===== config.mk =====
export PLATFORM = sky130hd
export DESIGN_NAME = counter_wrap_tracker
export DESIGN_NICKNAME = d
export VERILOG_FILES = /design/src/rtl/counter_mon_pkg.sv /design/src/rtl/counter_stall_timer.sv /design/src/rtl/counter_wrap_tracker.sv
export SDC_FILE = /design/constraint.sdc
export NUM_CORES = 1
export LEC_CHECK = 0
export ABC_AREA = 1
export CORE_MARGIN = 5
export CORE_UTILIZATION = 28
export DETAILED_ROUTE_END_ITERATION = 10
export HOLD_SLACK_MARGIN = 0.06
export PLACE_DENSITY = 0.56
export RECOVER_POWER = 50
export SLEW_MARGIN = 15
export SYNTH_ARGS = -nofsm -noshare
export SYNTH_HDL_FRONTEND = slang
export SYNTH_HIERARCHICAL = 1
export SYNTH_SLANG_ARGS = --single-unit

===== constraint.sdc =====
create_clock -name clk -period 3.04 [get_ports clk]
set_input_delay 0.456 -clock clk [delete_from_list [all_inputs] [get_ports clk]]
set_output_delay 0.456 -clock clk [all_outputs]
set_load 0.01 [all_outputs]

===== src/rtl/counter_mon_pkg.sv =====
`default_nettype none
// +----------------------------------------------------------------------+
// | counter_mon_pkg : shared types and helpers for counter monitoring     |
// | Revision 1.0                                                          |
// +----------------------------------------------------------------------+
package counter_mon_pkg;

   typedef enum logic [1:0] {INIT, TRACK, STALLED, ERROR} trk_state_t;

   typedef enum logic [1:0] {INC, HOLD, JUMP} step_t;

   localparam int c_delta_w = 64;

   // Callers truncate the result to their own width to get the modular step.
   function automatic logic [c_delta_w-1:0] step_delta(input logic [c_delta_w-1:0] cur,
                                                       input logic [c_delta_w-1:0] prv);
      return cur - prv;
   endfunction

endpackage
`default_nettype wire


===== src/rtl/counter_stall_timer.sv =====
`default_nettype none
// +----------------------------------------------------------------------+
// | counter_stall_timer : saturating run counter of unchanged samples     |
// | Revision 1.0                                                          |
// +----------------------------------------------------------------------+
module counter_stall_timer #(
   parameter int STALL_LIMIT = 16
) (
   input  logic clk,
   input  logic rst,
   input  logic hold,
   input  logic restart,
   output logic expired
);

   localparam int                c_cnt_w = $clog2(STALL_LIMIT + 1);
   localparam logic [c_cnt_w-1:0] c_limit = c_cnt_w'(STALL_LIMIT);
   localparam logic [c_cnt_w-1:0] c_one   = c_cnt_w'(1);

   logic [c_cnt_w-1:0] r_run;

   always_ff @(posedge clk or negedge rst) begin
      if (!rst) begin
         r_run <= '0;
      end else if (restart) begin
         r_run <= '0;
      end else if (hold && (r_run != c_limit)) begin
         r_run <= r_run + c_one;
      end
   end

   // Looks ahead so the owner can change state on the sample that completes the run.
   assign expired = (r_run == c_limit) || (hold && (r_run == (c_limit - c_one)));

endmodule
`default_nettype wire


===== src/rtl/counter_wrap_tracker.sv =====
`default_nettype none
// +----------------------------------------------------------------------+
// | counter_wrap_tracker : extends a wrapping counter and flags anomalies |
// | Revision 1.0                                                          |
// +----------------------------------------------------------------------+
module counter_wrap_tracker
   import counter_mon_pkg::*;
#(
   parameter int WIDTH       = 4,
   parameter int EXT_WIDTH   = 8,
   parameter int STALL_LIMIT = 16
) (
   input  logic                       clk,
   input  logic                       rst,
   input  logic [WIDTH-1:0]           count_in,
   input  logic                       clear,
   output logic [EXT_WIDTH+WIDTH-1:0] full_count,
   output logic [EXT_WIDTH-1:0]       wrap_cnt,
   output logic                       wrap_pulse,
   output logic                       wrap_ovf,
   output logic                       stall,
   output logic                       err_jump,
   output logic [1:0]                 state
);

   localparam logic [WIDTH-1:0]     c_cnt_max  = '1;
   localparam logic [EXT_WIDTH-1:0] c_wrap_max = '1;

   trk_state_t           r_state, w_state_nxt;
   logic [WIDTH-1:0]     r_prev, w_prev_nxt;
   logic [EXT_WIDTH-1:0] r_wrap_cnt, w_wrap_cnt_nxt;
   logic                 r_wrap_pulse, w_wrap_pulse_nxt;
   logic                 r_wrap_ovf, w_wrap_ovf_nxt;
   logic                 r_stall, w_stall_nxt;
   logic                 r_err_jump, w_err_jump_nxt;

   logic [WIDTH-1:0]     w_delta;
   step_t                w_step;
   logic                 w_active;
   logic                 w_hold;
   logic                 w_restart;
   logic                 w_expired;

   assign w_delta  = WIDTH'(step_delta(c_delta_w'(count_in), c_delta_w'(r_prev)));
   assign w_step   = (w_delta == WIDTH'(1)) ? INC : ((w_delta == '0) ? HOLD : JUMP);
   assign w_active = (r_state == TRACK) || (r_state == STALLED);

   // Kept outside the FSM process so the timer's look-ahead does not form a loop.
   assign w_hold    = !clear && w_active && (w_step == HOLD);
   assign w_restart = clear || (r_state == INIT) || (w_active && (w_step == INC));

   counter_stall_timer #(
      .STALL_LIMIT (STALL_LIMIT)
   ) u_stall_timer (
      .clk     (clk),
      .rst     (rst),
      .hold    (w_hold),
      .restart (w_restart),
      .expired (w_expired)
   );

   always_ff @(posedge clk or negedge rst) begin
      if (!rst) begin
         r_state      <= INIT;
         r_prev       <= '0;
         r_wrap_cnt   <= '0;
         r_wrap_pulse <= 1'b0;
         r_wrap_ovf   <= 1'b0;
         r_stall      <= 1'b0;
         r_err_jump   <= 1'b0;
      end else begin
         r_state      <= w_state_nxt;
         r_prev       <= w_prev_nxt;
         r_wrap_cnt   <= w_wrap_cnt_nxt;
         r_wrap_pulse <= w_wrap_pulse_nxt;
         r_wrap_ovf   <= w_wrap_ovf_nxt;
         r_stall      <= w_stall_nxt;
         r_err_jump   <= w_err_jump_nxt;
      end
   end

   always_comb begin
      w_state_nxt      = r_state;
      w_prev_nxt       = r_prev;
      w_wrap_cnt_nxt   = r_wrap_cnt;
      w_wrap_pulse_nxt = 1'b0;
      w_wrap_ovf_nxt   = r_wrap_ovf;
      w_stall_nxt      = r_stall;
      w_err_jump_nxt   = r_err_jump;

      if (clear) begin
         w_state_nxt    = INIT;
         w_prev_nxt     = '0;
         w_wrap_cnt_nxt = '0;
         w_wrap_ovf_nxt = 1'b0;
         w_stall_nxt    = 1'b0;
         w_err_jump_nxt = 1'b0;
      end else begin
         case (r_state)
            INIT: begin
               w_prev_nxt  = count_in;
               w_state_nxt = TRACK;
            end
            TRACK, STALLED: begin
               case (w_step)
                  INC: begin
                     w_prev_nxt  = count_in;
                     w_stall_nxt = 1'b0;
                     w_state_nxt = TRACK;
                     if (r_prev == c_cnt_max) begin
                        w_wrap_pulse_nxt = 1'b1;
                        if (r_wrap_cnt == c_wrap_max) begin
                           w_wrap_ovf_nxt = 1'b1;
                        end else begin
                           w_wrap_cnt_nxt = r_wrap_cnt + EXT_WIDTH'(1);
                        end
                     end
                  end
                  HOLD: begin
                     if (w_expired) begin
                        w_stall_nxt = 1'b1;
                        w_state_nxt = STALLED;
                     end
                  end
                  default: begin
                     w_err_jump_nxt = 1'b1;
                     w_state_nxt    = ERROR;
                  end
               endcase
            end
            default: begin
               w_wrap_pulse_nxt = r_wrap_pulse;
            end
         endcase
      end
   end

   assign full_count = {r_wrap_cnt, r_prev};
   assign wrap_cnt   = r_wrap_cnt;
   assign wrap_pulse = r_wrap_pulse;
   assign wrap_ovf   = r_wrap_ovf;
   assign stall      = r_stall;
   assign err_jump   = r_err_jump;
   assign state      = r_state;

endmodule
`default_nettype wire


Word-level counts from Yosys, hierarchy flattened
Index checks and enable logic that the tools add are counted.

Eq/ne operators: 14. Reduce and logical (&&, ||, !) cells: 28. $add $sub $neg: 3. Mux-type cells: 32.

Operators by type and width (count): two-way mux 8 bit (5); two-way mux 1 bit (14); two-way mux 5 bit (2); nonzero test 2 bit (5); adder 8 x 1 -> 8 bit (second input constant) (1); == test 8 bit (second input constant) (1); two-way mux 2 bit (4); two-way mux 4 bit (2); one-hot mux 2 bit (2 select lines) (2); one-hot mux 4 bit (2 select lines) (1); AND reduction 4 bit (2); AND reduction 2 bit (3); nonzero test 3 bit (2); adder 5 x 1 -> 5 bit (second input constant) (1); == test 5 x 4 -> 1 bit (second input constant) (1); == test 5 bit (second input constant) (1); logical AND 1 bit (5); != test 5 bit (second input constant) (1); == test 2 x 1 -> 1 bit (second input constant) (2); == test 4 x 1 -> 1 bit (second input constant) (1); == test 4 bit (second input constant) (1); logical NOT 2 bit (2); logical NOT 4 bit (1); logical OR 1 bit (4); other kinds (11) (13).

Register bits after elaboration: 23. Input bits: 7. Word-level logic and storage cells: 85.

Longest topological paths before layout
Word-level depth: 12. Mapped depth: 15. Mapped depth without buffers: 15.

Hierarchy
The synthesis kept the hierarchy.

By module, submodules not included: counter_wrap_tracker (seq. area each 450.4 sq um, times used 1, cells an instance 177, area an instance 1341.3 sq um); counter_stall_timer (seq. area each 125.1 sq um, times used 1, cells an instance 43, area an instance 344.1 sq um).

Least setup slack after synthesis
Ideal clock, no wire load.

Path type: input to register. Start point: input port count_in[0]. End point: register r_state[0] (netlist: state[0]). Setup time: 0.117 ns. Cell stages on the path: 14. Required time: 2.923 ns. Slack: 0.365 ns. Arrival: 2.558 ns. Cell sequence: inv_1 ha_1 inv_1 fa_1 xnor2_2 nand3_4 nor4_1 nand2_1 nand2_1 inv_1 nand4_1 nand2_1 nand2_1 nand2_1.

Cells in the longest elaborated chain, start to end: 10. Elaborated cells on any way between the ends: 15.

RTL lines: start: declaration (RTL line counter_wrap_tracker.sv:15) `input logic [WIDTH-1:0] count_in,`; subtractor 4 bit * (RTL line counter_mon_pkg.sv:17) `return cur - prv;`; logical NOT 4 bit (RTL line counter_wrap_tracker.sv:45) `assign w_step = (w_delta == WIDTH'(1)) ? INC : ((w_delta == '0) ? HOLD : JUMP);`; two-way mux 2 bit (RTL line counter_wrap_tracker.sv:45); two-way mux 2 bit * (RTL line counter_wrap_tracker.sv:45); == test 2 x 1 -> 1 bit * (RTL line counter_wrap_tracker.sv:49) `assign w_hold = !clear && w_active && (w_step == HOLD);`; logical AND 1 bit * (RTL line counter_wrap_tracker.sv:49); named net w_hold (RTL line counter_wrap_tracker.sv:40) `logic w_hold;`; logical AND 1 bit * (RTL line counter_stall_timer.sv:33) `assign expired = (r_run == c_limit) || (hold && (r_run == (c_limit - c_one)));`; logical OR 1 bit * (RTL line counter_stall_timer.sv:33); named net w_expired (RTL line counter_wrap_tracker.sv:42) `logic w_expired;`; != test 4 x 3 -> 1 bit (no line) *; AND reduction 2 bit (no line) *; end signal: assignment (RTL line counter_wrap_tracker.sv:72) `r_state <= w_state_nxt;`; end: declaration (RTL line counter_wrap_tracker.sv:29) `trk_state_t r_state, w_state_nxt;`.

The timed path passes the listed nets; every way through them passes the cells marked *. A chain may end at the register's enable or synchronous reset.

Worst setup path after layout
Start point: input port count_in[0]. End point: register u_stall_timer.r_run[1].

Cells in the longest elaborated chain, start to end: 8. Elaborated cells on any way between the ends: 13.

RTL lines: subtractor 4 bit * (RTL line counter_mon_pkg.sv:17); logical NOT 4 bit (RTL line counter_wrap_tracker.sv:45); two-way mux 2 bit (RTL line counter_wrap_tracker.sv:45); two-way mux 2 bit * (RTL line counter_wrap_tracker.sv:45); logical NOT 2 bit * (RTL line counter_wrap_tracker.sv:50) `assign w_restart = clear || (r_state == INIT) || (w_active && (w_step == INC));`; logical AND 1 bit * (RTL line counter_wrap_tracker.sv:50); logical OR 1 bit * (RTL line counter_wrap_tracker.sv:50); named net w_restart (RTL line counter_wrap_tracker.sv:41) `logic w_restart;`; two-way mux 5 bit or nonzero test 2 bit (tied branches); end signal: assignment (RTL line counter_stall_timer.sv:28) `r_run <= r_run + c_one;`; end: declaration (RTL line counter_stall_timer.sv:20) `logic [c_cnt_w-1:0] r_run;`.

Marked as above.

==> results.sh <==
export IMPL_portBuffers=32
export IMPL_synth_area_sq_um=1690
export IMPL_core_area_sq_um=5890
export IMPL_min_from="err_jump"
export IMPL_gp_congestion=0.808
export IMPL_cts_setup_buffers=0
export IMPL_ys_types=32
export IMPL_grt_overflow=0
export IMPL_drc=0
export IMPL_synth_seq_cells=23
export IMPL_p_leak_nw=1.01
export IMPL_clkTransAtPathRegs_ns=0.08
export IMPL_finClkSkew_ns=0.0122
export IMPL_vias=1518
export IMPL_wl_per_cell_um=11.9
export IMPL_std_cell_rows=28
export IMPL_drtIter0Drc=50
export IMPL_rsz0062_at_grt="false"
export IMPL_multi_input_area_sq_um=932
export IMPL_slew_headroom_pct=11.1
export IMPL_antenna_cells=0
export IMPL_routed_wl_um=3890
export IMPL_syn_nets=236
export IMPL_crit_top_cell="inv_1"
export IMPL_vdd_drop_max_uv=305
export IMPL_setup_violations=0
export IMPL_synthToLayoutAreaGrowth_pct=25.3
export IMPL_detail_route_antenna_nets=0
export IMPL_finalSetupTns_ns=0
export IMPL_worstSetupPathType="input port to register"
export IMPL_synth_avg_cell_area_sq_um=7.66
export IMPL_cts_buffers=3
export IMPL_place_hpwl_um=2970
export IMPL_synth_top_area_share_pct=34.1
export IMPL_cts_sink_count=23
export IMPL_layout_min_cycle_time_ns=2.61
export IMPL_crit_chain="clkdlybuf4s50_1 -> inv_1 -> ha_1 -> inv_1 -> fa_1 -> nor2_1 -> nand4_2 -> o21ai_0 -> clkinv_2 -> nand4_1 -> nand2_1"
export IMPL_grt_pass1_vias=1522
export IMPL_track_usage_pct=11.3
export IMPL_seq_area_frac_synth_pct=34.1
export IMPL_fin_area_sq_um=2110
export IMPL_start_util_pct=28.6
export IMPL_nets=268
export IMPL_htreeDepth=1
export IMPL_cts_resized=0
export IMPL_cts_hold_buf=0
export IMPL_antenna_found_initial=0
export IMPL_root_buffer="clkbuf_8"
export IMPL_final_common_cell="nand2_1"
export IMPL_critPathLaunchType="input port"
export IMPL_worst_skew_pair_late_latency_ns=0.27
export IMPL_fillCellCount=627
export IMPL_drv_slew=0
export IMPL_yosys_area_top_type="dfrtp_1"
export IMPL_run_status="complete, no violations"
export IMPL_cap_violations=0
export IMPL_layout_worst_path_cycle_share_pct=85.8
export IMPL_cpPeakStageDelay_ns=0.48
export IMPL_cp_data_required_time_ns=3.20
export IMPL_layout_drive_gt1_share_pct=12.7
export IMPL_critPathMaxFanout=9
export IMPL_seqCellArea_sq_um=576
export IMPL_end_kind="register"
export IMPL_clock_path_buffers=2
export IMPL_fmax_ghz=0.383
export IMPL_yosys_warnings=6
export IMPL_avgViaCountPerCell=4.66
export IMPL_worst_pin_slew_ns=1.33
export IMPL_final_hold_viol_count=0
export IMPL_netlist_top_cells_area="dfrtp_1 (34%), nand2_1 (12%), nand3_1 (6.8%), ha_1 (5.9%), inv_1 (5.8%)"
export IMPL_min_path_type="register to register"
export IMPL_p_per_area_nw_per_um2=618
export IMPL_grt_max_degree=24
export IMPL_die_h_um=87.6
export IMPL_r2r_start="r_prev[0]"
export IMPL_die_area_sq_um=7670
export IMPL_ioPinCount=33
export IMPL_final_cell_mix="nand2_1 (54), inv_1 (26), nand3_1 (23), dfrtp_1 (23), nor2_1 (21)"
export IMPL_synth_edf_count=0
export IMPL_arrival_ns=2.77
export IMPL_dr_pass1_iters=4
export IMPL_synthArstFlopShare_pct=100
export IMPL_die_w_um=87.6
export IMPL_cts_tree="yes"
export IMPL_place_area_sq_um=2070
export IMPL_dp_slack_ns=0.129
export IMPL_ys_flop_type="dfrtp_1"
export IMPL_critPathSlowestCell="fa_1"
export IMPL_grt_first_pass_wirelength_um=7110
export IMPL_worst_slack_ns=0.431
export IMPL_synth_cells=220
export IMPL_cp_startpoint="count_in[0]"
[through the flow]
stage	total power, mW	utilization (%)	hold slack (ns)	cells
CTS	1.34	35.9	0.526	326
detailed placement	1.14	35.2	0.501	322
floorplan	0.903	-	0.160	220
global route	1.44	35.9	0.542	326
global placement	1.14	35.2	0.493	322
finish	1.31	35.9	0.507	326
[power breakdown]
group | internal (mW) | switching [mW] | total, mW
Combinational | 0.268 | 0.428 | 0.696
Clock | 0.0916 | 0.105 | 0.197
Sequential | 0.356 | 0.0558 | 0.412
[path summary, 6_finish.rpt]
kind | slack, ns | end | depth (start not counted)
worst max-delay path | 0.43 | u_stall_timer/r_run[1] | 11
worst max register to register | 0.63 | stall | 13
min in group asynchronous | 1.01 | r_prev[1] | 2
worst min register to register | 0.51 | err_jump | 2
max in group asynchronous | 1.24 | state[0] | 2
worst min-delay path | 0.51 | err_jump | 2
[layer usage]
metal / share of wire, % / GRT usage (%) / up-vias
li1: - / - / 776
met1: 47 / 15.2 / 701
met2: 47 / 19.0 / 37
met3: 4.9 / 1.13 / 4
met4: 1.0 / 4.04 / 0
met5: 0 / 0 / -
[flip-flops by register name, indices dropped and copies added (netlist names)]
name	cells
err_jump	1
r_prev	4
stall	1
state	2
u_stall_timer/r_run	5
wrap_cnt	8
wrap_ovf	1
wrap_pulse	1
[worst max-delay path, delay by kind of cell]
kind | cells | cell delay (ns)
and+or+nand+nor | 4 | 0.55
buffers and inverters | 4 | 0.80
AOI/OAI and AO/OA | 1 | 0.30
adders and majority gates | 2 | 0.66
[final cells by class]
cell class / instances / area share [%]
clock inverter: 1 / 0.237
clock buffer: 3 / 1.95
sequential: 23 / 27.3
multi-input combinational: 158 / 44.1
tap: 75 / 4.44
inverter: 29 / 5.21
timing repair buffer: 37 / 16.8
[cell families (layout without fill, tap and decap cells)]
| logic type | count (synthesis) | in the layout | synth area share, % |
|---|---|---|---|
| xor+xnor | 5 | 5 | 3.04 |
| fa+ha+maj | 9 | 9 | 7.13 |
| flops | 23 | 23 | 34.1 |
| simple gates | 134 | 134 | 41.4 |
| compound gates | 10 | 10 | 3.79 |
| buf+inv | 39 | 70 | 10.5 |
[synthesized netlist by cell type, types with 2 or more instances]
library cell  count
ha_1              8
nand4_1          15
nor2_4            2
nand2_1          54
nand3_1          23
inv_1            26
xor2_1            2
nor2_1           21
nand2_4           2
o21ai_2           2
nand2_2           5
nand3_2           3
xnor2_1           2
o21ai_1           4
buf_4             8
clkbuf_1          2
dfrtp_1          23
nand3_4           3
o21ai_0           2
Power figures use the tool's default switching activity.
